===== config.mk =====
export PLATFORM = sky130hd
export DESIGN_NAME = ps2_rx_fifo
export DESIGN_NICKNAME = d
export VERILOG_FILES = /design/src/rtl/ps2_rx_fifo.sv
export SDC_FILE = /design/constraint.sdc
export NUM_CORES = 1
export LEC_CHECK = 0
export ABC_AREA = 1
export CAP_MARGIN = 20
export CORE_UTILIZATION = 50
export DETAILED_ROUTE_END_ITERATION = 16
export GPL_ROUTABILITY_DRIVEN = 1
export PLACE_DENSITY = 0.74
export SLEW_MARGIN = 20
export SYNTH_ARGS = -nofsm -noshare
export SYNTH_HDL_FRONTEND = slang
export SYNTH_SLANG_ARGS = --single-unit

===== constraint.sdc =====
create_clock -name clk -period 2.51 [get_ports clk]
set_input_delay 0.3765 -clock clk [delete_from_list [all_inputs] [get_ports clk]]
set_output_delay 0.3765 -clock clk [all_outputs]
set_load 0.02 [all_outputs]

===== src/rtl/ps2_rx_fifo.sv =====
// PS/2 keyboard receiver: synchronise and deglitch ps2_clk, deserialise 11-bit frames,
// fold E0/F0 prefixes into tags and buffer scan codes in a valid/ready FIFO.
module ps2_rx_fifo #(
  parameter int DATA_W        = 8,
  parameter int FIFO_DEPTH    = 4,
  parameter int SYNC_STAGES   = 2,
  parameter int FILTER_LEN    = 4,
  parameter int TIMEOUT_CYC   = 5000,
  parameter int DECODE_PREFIX = 1
) (
  input  logic                          clk,
  input  logic                          reset,
  input  logic                          ps2_clk,
  input  logic                          ps2_data,
  output logic [DATA_W-1:0]             out_data,
  output logic                          out_ext,
  output logic                          out_brk,
  output logic                          out_valid,
  input  logic                          out_ready,
  output logic                          parity_err,
  output logic                          frame_err,
  output logic                          overflow,
  output logic [$clog2(FIFO_DEPTH):0]   fifo_count
);

  localparam int AW  = $clog2(FIFO_DEPTH);
  localparam int CW  = AW + 1;
  localparam int FCW = $clog2(FILTER_LEN + 1);
  localparam int TW  = $clog2(TIMEOUT_CYC + 1);
  localparam int BW  = (DATA_W > 1) ? $clog2(DATA_W) : 1;
  localparam int EW  = DATA_W + 2;
  localparam bit PREFIX_EN = (DECODE_PREFIX != 0) && (DATA_W == 8);
  localparam logic [DATA_W-1:0] CODE_E0 = DATA_W'(8'hE0);
  localparam logic [DATA_W-1:0] CODE_F0 = DATA_W'(8'hF0);

  typedef enum logic [1:0] {IDLE, DATA, PARITY, STOP} state_t;

  logic [SYNC_STAGES-1:0] clk_sync_q, clk_sync_d, data_sync_q, data_sync_d;
  logic                   filt_clk_q, filt_clk_d, filt_del_q, filt_del_d, fall_q, fall_d;
  logic [FCW-1:0]         filt_cnt_q, filt_cnt_d;
  state_t                 state_q, state_d;
  logic [DATA_W-1:0]      shift_q, shift_d;
  logic [BW-1:0]          bit_cnt_q, bit_cnt_d;
  logic                   par_q, par_d;
  logic [TW-1:0]          tmo_q, tmo_d;
  logic                   ext_pend_q, ext_pend_d, brk_pend_q, brk_pend_d;
  logic [EW-1:0]          mem_q [FIFO_DEPTH];
  logic [EW-1:0]          mem_d [FIFO_DEPTH];
  logic [AW-1:0]          wr_ptr_q, wr_ptr_d, rd_ptr_q, rd_ptr_d;
  logic [CW-1:0]          count_q, count_d;

  logic clk_s, data_s, pop, full, good, push_req, wr_en, perr, ferr, ovf;
  logic [EW-1:0] head;

  always_ff @(posedge clk or negedge reset) begin
    if (!reset) begin
      clk_sync_q  <= '1;
      data_sync_q <= '1;
      filt_clk_q  <= 1'b1;
      filt_del_q  <= 1'b1;
      filt_cnt_q  <= '0;
      fall_q      <= 1'b0;
      state_q     <= IDLE;
      shift_q     <= '0;
      bit_cnt_q   <= '0;
      par_q       <= 1'b0;
      tmo_q       <= '0;
      ext_pend_q  <= 1'b0;
      brk_pend_q  <= 1'b0;
      mem_q       <= '{default: '0};
      wr_ptr_q    <= '0;
      rd_ptr_q    <= '0;
      count_q     <= '0;
    end else begin
      clk_sync_q  <= clk_sync_d;
      data_sync_q <= data_sync_d;
      filt_clk_q  <= filt_clk_d;
      filt_del_q  <= filt_del_d;
      filt_cnt_q  <= filt_cnt_d;
      fall_q      <= fall_d;
      state_q     <= state_d;
      shift_q     <= shift_d;
      bit_cnt_q   <= bit_cnt_d;
      par_q       <= par_d;
      tmo_q       <= tmo_d;
      ext_pend_q  <= ext_pend_d;
      brk_pend_q  <= brk_pend_d;
      mem_q       <= mem_d;
      wr_ptr_q    <= wr_ptr_d;
      rd_ptr_q    <= rd_ptr_d;
      count_q     <= count_d;
    end
  end

  // Front end: the filtered clock flips only after FILTER_LEN consecutive differing samples.
  always_comb begin
    clk_sync_d  = {clk_sync_q[SYNC_STAGES-2:0], ps2_clk};
    data_sync_d = {data_sync_q[SYNC_STAGES-2:0], ps2_data};
    clk_s       = clk_sync_q[SYNC_STAGES-1];
    data_s      = data_sync_q[SYNC_STAGES-1];
    filt_clk_d  = filt_clk_q;
    filt_cnt_d  = '0;
    if (clk_s != filt_clk_q) begin
      if (filt_cnt_q == FCW'(FILTER_LEN - 1)) filt_clk_d = clk_s;
      else filt_cnt_d = filt_cnt_q + FCW'(1);
    end
    filt_del_d = filt_clk_q;
    fall_d     = filt_del_q & ~filt_clk_q;
  end

  always_comb begin
    state_d    = state_q;
    shift_d    = shift_q;
    bit_cnt_d  = bit_cnt_q;
    par_d      = par_q;
    tmo_d      = '0;
    ext_pend_d = ext_pend_q;
    brk_pend_d = brk_pend_q;
    mem_d      = mem_q;
    wr_ptr_d   = wr_ptr_q;
    rd_ptr_d   = rd_ptr_q;
    good       = 1'b0;
    push_req   = 1'b0;
    wr_en      = 1'b0;
    perr       = 1'b0;
    ferr       = 1'b0;
    ovf        = 1'b0;
    pop        = (count_q != '0) && out_ready;
    full       = (count_q == CW'(FIFO_DEPTH));

    case (state_q)
      IDLE: begin
        if (fall_q && !data_s) begin
          state_d   = DATA;
          bit_cnt_d = '0;
        end
      end
      DATA: begin
        if (fall_q) begin
          shift_d   = {data_s, shift_q[DATA_W-1:1]};
          bit_cnt_d = bit_cnt_q + BW'(1);
          if (bit_cnt_q == BW'(DATA_W - 1)) state_d = PARITY;
        end
      end
      PARITY: begin
        if (fall_q) begin
          par_d   = data_s;
          state_d = STOP;
        end
      end
      STOP: begin
        if (fall_q) begin
          state_d = IDLE;
          if (^{shift_q, par_q} != 1'b1) perr = 1'b1;
          else if (!data_s) ferr = 1'b1;
          else good = 1'b1;
        end
      end
      default: state_d = IDLE;
    endcase

    if (state_q != IDLE) begin
      if (fall_q) begin
        tmo_d = '0;
      end else if (tmo_q == TW'(TIMEOUT_CYC - 1)) begin
        ferr    = 1'b1;
        state_d = IDLE;
      end else begin
        tmo_d = tmo_q + TW'(1);
      end
    end

    // Prefix bytes only arm a tag; the following real byte carries and clears them.
    if (good) begin
      if (PREFIX_EN && shift_q == CODE_E0) ext_pend_d = 1'b1;
      else if (PREFIX_EN && shift_q == CODE_F0) brk_pend_d = 1'b1;
      else push_req = 1'b1;
    end
    if (push_req || perr || ferr) begin
      ext_pend_d = 1'b0;
      brk_pend_d = 1'b0;
    end

    if (push_req) begin
      if (!full || pop) wr_en = 1'b1;
      else ovf = 1'b1;
    end
    if (wr_en) begin
      mem_d[wr_ptr_q] = {shift_q, ext_pend_q, brk_pend_q};
      wr_ptr_d        = wr_ptr_q + AW'(1);
    end
    if (pop) rd_ptr_d = rd_ptr_q + AW'(1);
    count_d = count_q + CW'(wr_en) - CW'(pop);
  end

  always_comb begin
    head       = mem_q[rd_ptr_q];
    out_valid  = (count_q != '0);
    out_data   = out_valid ? head[EW-1:2] : '0;
    out_ext    = out_valid & head[1];
    out_brk    = out_valid & head[0];
    parity_err = perr;
    frame_err  = ferr;
    overflow   = ovf;
    fifo_count = count_q;
  end

endmodule


==> After elaboration in Yosys (flattened, before gate mapping) <==
Cells that the tools add are included.
{ "totals": {"ff_bits": 86, "output_inout_bits": 17, "input_bits": 5} }
{ "classes": {"muxes": 52, "reduce_logical": 22, "bitwise": 6, "n_eq_ne": 13, "addsub": 7, "magnitude_cmp": 3} }
{ "op_table": {"columns": ["cell", "n"], "rows": [
  ["40-bit bitwise mux", 1],
  ["13-bit two-way mux", 3],
  ["10-bit two-way mux", 3],
  ["1-bit two-way mux", 28],
  ["10-bit binary-select mux with 2-bit select", 1],
  ["10-bit demux with 2-bit select", 1],
  ["8-bit equality test, second input constant", 2],
  ["2-bit two-way mux", 8],
  ["13-bit by 1-bit adder with 13-bit output, second input constant", 1],
  ["13-bit equality test, second input constant", 1],
  ["3-bit two-way mux", 4],
  ["2-bit nonzero test", 5],
  ["9-bit XOR reduction", 1],
  ["8-bit two-way mux", 1],
  ["2-bit case mux with 4 select lines", 1],
  ["2-bit AND reduction", 4],
  ["3-bit by 1-bit adder with 3-bit output, second input constant", 2],
  ["3-bit equality test, second input constant", 2],
  ["3-bit >= comparator, second input constant", 2],
  ["2-bit inverter with 3-bit output", 2],
  ["3-bit case mux with 2 select lines", 1],
  ["3-bit AND reduction", 2],
  ["2-bit by 1-bit adder with 2-bit output, second input constant", 2],
  ["2-bit equality test, second input constant", 2],
  ["15 further kinds", 23]
]} }

==> Longest topological paths before layout <==
Gate-level depths: netlist of the first run.
{ "depth": {"word_depth": 10, "depth_mapped": 17} }

==> Worst setup path after synthesis of the first run <==
Ideal clock, no wire load.
{ "synth_path": {"path_kind": "register to register", "start": "reg count_q[1] (netlist: fifo_count[1])", "end": "reg count_q[2] (netlist: fifo_count[2])", "slack_ns": -0.120, "t_required_ns": 2.387, "path_stages_with_launch": 13, "arrival_time_ns": 2.507, "synth_period_minus_slack_ns": 2.630, "setup_ns": 0.123, "n_path_buf": 1, "cell_sequence": "dfrtp_1 -> inv_1 -> nand2_1 -> nor3_1 -> inv_1 -> nand4_4 -> buf_6 -> ha_1 -> inv_1 -> ha_1 -> inv_1 -> fa_1 -> xnor2_1"} }
{ "synth_via": {"elab_chain_len": 7} }
{ "synth_rtl": {"columns": ["item", "line_no", "source"], "rows": [
  ["start, declared", "50", "logic [CW-1:0] count_q, count_d;"],
  ["start signal, assigned", "91", "count_q <= count_d;"],
  ["3-bit equality test / 3-bit nonzero test (equally long branches)", "129, 128", null],
  ["1-bit logical NOT / 1-bit logical AND (equally long branches)", "185, 128", null],
  ["1-bit logical OR", "185", "if (!full || pop) wr_en = 1'b1;"],
  ["1-bit two-way mux", "185", null],
  ["1-bit two-way mux", "184", "if (push_req) begin"],
  ["3-bit by 1-bit adder with 3-bit output", "193", "count_d = count_q + CW'(wr_en) - CW'(pop);"],
  ["3-bit by 1-bit subtractor with 3-bit output *", "193", null],
  ["net count_d[2]", "50", null]
]} }
Mark *: on every way through the listed nets, which the timed path passes. The rest lies on a longest branch.
A chain may end at the register's enable or synchronous reset.

==> Worst setup path after layout of the first run <==
{ "layout_path": {"start": "reg shift_q[2]", "end": "out frame_err"} }
{ "layout_via": {"elab_chain_len": 7} }
{ "layout_rtl": {"columns": ["item", "line_no", "source"], "rows": [
  ["start, declared", "42", "logic [DATA_W-1:0] shift_q, shift_d;"],
  ["start signal, assigned", "82", "shift_q <= shift_d;"],
  ["9-bit XOR reduction *", "154", "if (^{shift_q, par_q} != 1'b1) perr = 1'b1;"],
  ["1-bit two-way mux *", "154", null],
  ["1-bit two-way mux *", "152", "if (fall_q) begin"],
  ["1-bit two-way mux *", "131", "case (state_q)"],
  ["1-bit two-way mux", "165", "end else if (tmo_q == TW'(TIMEOUT_CYC - 1)) begin"],
  ["1-bit two-way mux", "163", "if (fall_q) begin"],
  ["1-bit two-way mux *", "162", "if (state_q != IDLE) begin"],
  ["end, declared", "21", "output logic frame_err,"]
]} }
Mark *: on every way between the ends. The rest lies on a longest branch, timed or not.

==> flow_summary.yaml, run 1 <==
yosys:
  syn-instance-count: 544
  synth_top_area_frac: 0.439
  synth.avg_cell_area_um2: 8.38
  syn-cell-area_mm2: 0.00456
  post_synthesis_cell_type_with_the_largest_combined_area: "dfrtp_1"
  post_synth_main_area_contributors: "dfrtp_1 (44%), nand2_1 (7.8%), inv_1 (6.9%)"
  synthDistinctLibCells: 33
  syn_nets: 560
  sequential_element_share_of_the_synthesized_area: 0.474
  synthFlopType: "dfrtp_1"
  synth_enable_flop_cells: 0
  yosys_register_bits: 86
  ys_warn_count: 0
  synth_async_sr_flop_share: 1.00
worst_setup_path:
  timing.rr.end: "fifo_count[2]$_DFF_PN0_"
  slowest_stage: "dfrtp_2"
  r2r_setup_slack_ns: 0.15
  setup.worst_path.class: "reg2out"
  crit_buf_inv: 3
  timing.critical_path.slowest_cell_delay_ns: 0.47
  critPathLaunchType: "flip-flop"
  path_cells: "inv_2, nand2_2, nand3_1, nand2_1, nand2_1, nand2_1, nand2_2, nand2_4, a21oi_2, inv_1, dlygate4sd2_1"
  path_delay_family: "simple AND/OR/NAND/NOR gates"
  cp_common_cell: "nand2_1"
  data_arrival_time_of_the_worst_path_ns: 2.03
  setup.worst_path.end_class: "primary output"
  origin_of_the_critical_flop_to_flop_path: "shift_q[2]$_DFFE_PN0P_"
  required_ns: 2.13
  worst-r2r-cell-count: 14
  worst_path_max_fanout: 7
placement:
  hpwl_um: 6530
  routabilityCongestion: 0.828
  buffer_ports.inserted: 21
  place_inst: 663
global_routing:
  grt_pass1_wl_um: 17500
  grt_start_max_net_pins: 47
  groute.usage.overall: 0.231
  globalRouteOverflowTotal: 0
  initial_antenna_violation_count: 0
  number_of_global_route_vias_before_repair: 3601
power:
  p_total_w: 0.00496
  total_leakage_power_nw: 2.44
  vdd_ir_drop_max_mv: 0.695
  power_density_mw_per_mm2: 967
sta:
  final.min_clock_period_ns: 2.40
  hold_viol_final: 0
  worst_clock_skew_ns: 0.0149
  final.hold.worst_slack_ns: 0.0320
  maxSlewViolCount: 0
  final_setup_vio_count: 0
  fmax_ghz: 0.416
  fin_crit_sh: 0.957
  timing.slew.headroom: 0.578
  tightestPinTransition_ns: 0.633
  tns_setup_ns: 0
route:
  initialDrtViolationCount: 264
  post-route-drc-count: 0
  num_vias: 3621
  vias_per_cell: 5.32
  routed_wirelength_um: 10100
  detail_route.first_pass.iterations: 5
  routedWlPerCell_um: 14.9
  final_antenna_net_count: 0
die:
  die_height_um: 97.5
  dieArea_mm2: 0.00950
  floorplan.initialDensity: 0.520
  placement_rows: 34
  pin_count: 22
  dieWidth_um: 97.5
  core_mm2: 0.00876
outcome:
  status: "completed"
cts:
  clk_latency_ns: 0.37
  tritoncts: "yes"
  worst_setup_hold_path_clk_slew_ns: 0.10
  holdBufCountCts: 0
  clock_tree.buffer_depth: 2
  cts_htree_levels: 3
  cts_inserted_buffers: 9
  post-cts-setup-buffer-count: 0
  clock_sink_count: 86
  clockRootBuffer: "clkbuf_8"
layout:
  num_antenna_cells: 0
  fill_cells: 781
  layout.nets: 584
  drive_above_1_share: 0.110
  end_of_flow_core_utilization: 0.586
  area_growth_syn_to_layout_pct: 12.7
  fin_cells: 681
hold_path:
  timing.hold.worst.class: "in2async"
job:
  max_cap_violations: 0
-- timing repair --
| item | 4_1_cts | 5_1_grt |
|---|---|---|
| pin swaps | 0 | 1 |
| cloned | 2 | 0 |
| endpoints found under the setup margin | 13 | 12 |
| gates resized for setup | 12 | 13 |
-- how the worst max path moves through the flow --
stage / start / endpoint / slack [ns] / cells past startpoint
CTS: rd_ptr_q[0]$_DFFE_PN0P_ / out_data[2] / 0.01 / 5
finish: shift_q[2]$_DFFE_PN0P_ / frame_err / 0.11 / 11
global placement: out_ready / fifo_count[1]$_DFF_PN0_ / -0.04 / 10
detailed placement: out_ready / fifo_count[1]$_DFF_PN0_ / -0.08 / 10
floorplan: shift_q[5]$_DFFE_PN0P_ / fifo_count[2]$_DFF_PN0_ / 0.1 / 16
global route: shift_q[2]$_DFFE_PN0P_ / frame_err / -0.03 / 11
-- cell type report --
| type | instances | area [um^2] | share of cell area |
|---|---|---|---|
| timing repair buffer | 38 | 358 | 0.0697 |
| tap | 108 | 135 | 0.0263 |
| timing repair inverter | 2 | 15.0 | 0.00292 |
| sequential | 86 | 2160 | 0.421 |
| multi-input combinational | 339 | 1900 | 0.370 |
| clock inverter | 5 | 83.8 | 0.0163 |
| inverter | 92 | 349 | 0.0680 |
| clock buffer | 11 | 131 | 0.0256 |
-- state kept, by name, indices dropped and copies added (netlist names) --
register and cells:
mem_q 40, tmo_q 13, shift_q 8, bit_cnt_q 3, fifo_count 3, filt_cnt_q 3
clk_sync_q 2, data_sync_q 2, rd_ptr_q 2, state_q 2, wr_ptr_q 2, brk_pend_q 1
ext_pend_q 1, fall_q 1, filt_clk_q 1, filt_del_q 1, par_q 1
-- metrics by stage --
stage               area, um^2  worst slack, ns
floorplan                 4560           0.0971
global placement          4860          -0.0433
detailed placement        4860          -0.0807
CTS                       5100           0.0114
global route              5130          -0.0327
finish                    5130            0.107
-- synthesized netlist by cell type (all sizes together) (2+ instances only) --
| cell type | count |
|---|---|
| nand2 | 100 |
| inv | 88 |
| dfrtp | 80 |
| nand3 | 53 |
| o21bai | 42 |
| a21oi | 33 |
| o21ai | 32 |
| nor2 | 28 |
| buf | 18 |
| nor3 | 11 |
| ha | 10 |
| clkbuf | 9 |
| nand4 | 9 |
| dfstp | 6 |
| xnor2 | 6 |
| clkinv | 4 |
| nor3b | 4 |
| xor2 | 3 |
| a31oi | 2 |
-- cells by family after synthesis --
logic type / after synthesis / share of synthesized area
fa+ha+maj: 11 / 0.0319
simple gates: 206 / 0.210
flops: 86 / 0.474
xor+xnor: 9 / 0.0173
compound gates: 112 / 0.149
mux: 1 / 0.00247
buf+inv: 119 / 0.116
-- layout by cell type, fill, tap and decap left out, types with 2 or more instances in the layout --
| cell type | n |
|---|---|
| dfrtp_1 | 78 |
| clkinvlp_4 | 5 |
| nand2_1 | 95 |
| ha_1 | 10 |
| clkbuf_1 | 2 |
| buf_4 | 17 |
| o21ai_0 | 32 |
| dfstp_2 | 6 |
| nor2_1 | 25 |
| dfrtp_2 | 2 |
| dlygate4sd2_1 | 4 |
| nand2_2 | 4 |
| inv_1 | 83 |
| clkdlybuf4s50_1 | 7 |
| nand4_1 | 8 |
| clkinv_1 | 4 |
| xnor2_1 | 5 |
| o21bai_1 | 42 |
| clkbuf_8 | 9 |
| bufinv_16 | 2 |
| nand3_1 | 51 |
| a21oi_1 | 32 |
| nor3_1 | 10 |
| nor3b_1 | 4 |
| dlymetal6s2s_1 | 8 |
| xor2_1 | 3 |
| a31oi_1 | 2 |
| inv_2 | 4 |
-- where the power goes --
| part | switching (W) | leakage, nW | internal [W] |
|---|---|---|---|
| logic | 0.00131 | 1.42 | 0.000747 |
| registers | 0.000225 | 0.928 | 0.00160 |
| clock network | 0.000511 | 0.100 | 0.000565 |
| total | 0.00205 | 2.44 | 0.00292 |
-- layer usage --
| layer | vias up | global-route usage | part of all wire | wire length [um] |
|---|---|---|---|---|
| met5 | - | 0 | 0 | 0 |
| met4 | 0 | 0.0633 | 0.018 | 181 |
| met3 | 17 | 0.0388 | 0.055 | 561 |
| met2 | 114 | 0.375 | 0.48 | 4850 |
| met1 | 1697 | 0.320 | 0.45 | 4550 |
| li1 | 1793 | - | - | - |
Note: power is estimated with default switching activity, not from simulation.
==> run 2, diff against run 1 <==
Settings changed: CORE_ASPECT_RATIO from default to 0.8, SKIP_LAST_GASP from default to 1.
==> run 2 against run 1 <==
  * Non-clock buffer count up 5
  * Cell area increased by 1.8%
  * Die area is essentially flat
  * Critical path type unchanged
==> flow_summary.yaml, run 2 (same netlist as run 1, synthesis figures left out) <==
route:
  vias_per_cell: 5.40
  routed_wirelength_um: 10400
  final_antenna_net_count: 0
  detail_route.first_pass.iterations: 5
  routedWlPerCell_um: 15.1
  post-route-drc-count: 0
  num_vias: 3721
  initialDrtViolationCount: 335
cts:
  cts_htree_levels: 3
  cts_inserted_buffers: 9
  clk_latency_ns: 0.33
  worst_setup_hold_path_clk_slew_ns: 0.06
  clock_sink_count: 86
  clock_tree.buffer_depth: 2
  tritoncts: "yes"
  clockRootBuffer: "clkbuf_16"
  holdBufCountCts: 0
sta:
  worst_clock_skew_ns: 0.00399
  fmax_ghz: 0.429
  maxSlewViolCount: 0
  fin_ws_ns: 0.179
  rsz0062_at_grt: "false"
  final.min_clock_period_ns: 2.33
  fin_crit_sh: 0.929
  tightestPinTransition_ns: 0.585
  final_setup_vio_count: 0
  timing.slew.headroom: 0.610
  hold_viol_final: 0
layout:
  layout_commonest_cell: "nand2_1"
  largest_register_ffs: 40
  reg_top3: "mem_q: 40 flops, tmo_q: 13 flops, shift_q: 8 flops"
  num_antenna_cells: 0
  layout.nets: 589
  largest_register: "mem_q"
  drive_above_1_share: 0.116
  fill_cells: 715
  area_growth_syn_to_layout_pct: 14.7
  final_cell_mix: "nand2_1 (95), inv_1 (83), dfrtp_1 (77)"
  ff_latch_area_mm2: 0.00216
  end_of_flow_core_utilization: 0.603
  multi_input_area_mm2: 0.00188
  fin_cells: 689
die:
  placement_rows: 30
  die_height_um: 87.4
  pin_count: 22
  core_mm2: 0.00867
  dieWidth_um: 109
  dieArea_mm2: 0.00950
  floorplan.initialDensity: 0.526
job:
  max_cap_violations: 0
outcome:
  status: "completed"
placement:
  routabilityCongestion: 0.818
  buffer_ports.inserted: 21
  place_inst: 671
  hpwl_um: 7120
  pre_cts_slack_ns: 0.131
global_routing:
  grt_pass1_wl_um: 17400
  globalRouteOverflowTotal: 0
  grt_start_max_net_pins: 45
  initial_antenna_violation_count: 0
  groute.usage.overall: 0.243
  number_of_global_route_vias_before_repair: 3549
worst_setup_path:
  r2r_setup_slack_ns: 0.22
  timing.rr.end: "fifo_count[2]$_DFF_PN0_"
  worst-r2r-cell-count: 12
  setup.worst_path.class: "reg2out"
  data_arrival_time_of_the_worst_path_ns: 1.95
  setup.worst_path.end_class: "primary output"
  critPathLaunchType: "flip-flop"
  worst_setup_path_startpoint: "shift_q[5]$_DFFE_PN0P_"
  required_ns: 2.13
  worst_path_max_fanout: 7
  origin_of_the_critical_flop_to_flop_path: "shift_q[0]$_DFFE_PN0P_"
power:
  total_leakage_power_nw: 2.51
  power.combinational.fraction: 0.401
  switchingPower_w: 0.00207
  cell_internal_pwr_w: 0.00318
  swShare: 0.394
  power_density_mw_per_mm2: 1000
  clkPwrFrac: 0.250
  vdd_ir_drop_max_mv: 0.652
  sequential_power_share: 0.350
hold_path:
  timing.hold.worst.class: "in2async"
==> run 2: cell types whose count changed in the layout (fill, tap and decap cells not counted), sizes merged <==
cell	previous run	this run
dlygate4sd2	4	3
clkinvlp	5	4
inv	88	87
buf	18	23
bufinv	2	1
clkinv	4	6
dlymetal6s2s	8	9
==> run 2: power groups by stage <==
stage                     clock (W)  sequential (W)  combinational (W)
after detailed placement          0         0.00182            0.00205
after global placement            0         0.00181            0.00201
final                       0.00131         0.00183            0.00210
after floorplan                   0         0.00178            0.00133
after global routing        0.00140         0.00186            0.00227
after CTS                   0.00133         0.00182            0.00206
==> run 2: metrics by stage <==
| step | total power (W) | instance area (um^2) | hold slack [ns] | TNS, ns |
|---|---|---|---|---|
| final | 0.00524 | 5230 | 0.0379 | 0 |
| after global routing | 0.00553 | 5230 | 0.0843 | 0 |
| after CTS | 0.00521 | 5190 | 0.0644 | -0.0124 |
| after detailed placement | 0.00387 | 4890 | 0.348 | 0 |
| after global placement | 0.00382 | 4890 | 0.346 | 0 |
| after floorplan | 0.00311 | 4560 | 0.0809 | 0 |
==> run 2: repair_timing <==
item | CTS | global route
gates cloned | 2 | 0
setup endpoints to repair | 10 | 13
setup buffers | 0 | 1
pin swaps | 0 | 2
gates resized for setup | 9 | 14
==> run 2: worst max path at each step <==
stage	to	slack (ns)	cells past startpoint
final	frame_err	0.18	11
after floorplan	fifo_count[2]$_DFF_PN0_	0.1	16
after global routing	frame_err	0.02	11
after CTS	out_data[5]	-0.01	5
after detailed placement	fifo_count[2]$_DFF_PN0_	0.13	10
after global placement	fifo_count[1]$_DFF_PN0_	0.19	10
==> run 2: per-layer routing <==
metal / part of all wire / up-vias / GRT usage
li1: - / 1805 / -
met1: 0.46 / 1768 / 0.349
met2: 0.45 / 130 / 0.365
met3: 0.067 / 18 / 0.0516
met4: 0.020 / 0 / 0.0762
met5: 0 / - / 0
==> run 2: layout make-up <==
class / count / share of cell area
clock buffers: 11 / 0.0464
multi-input cells: 339 / 0.360
repair buffers: 43 / 0.0740
flip-flops and latches: 86 / 0.414
inverters: 92 / 0.0668
well taps: 112 / 0.0268
clock inverters: 4 / 0.00910
repair inverters: 2 / 0.00287
==> run 2: critical path, stage by stage (launching register included) <==
cell and delay (ns):
dfrtp_2 0.45, inv_1 0.11, nand2_1 0.06, nand2_1 0.06, nand2_1 0.06, nand2_1 0.09, inv_1 0.04, nand3_1 0.11
nand2_2 0.11, a21oi_2 0.18, inv_1 0.05, dlygate4sd2_1 0.31
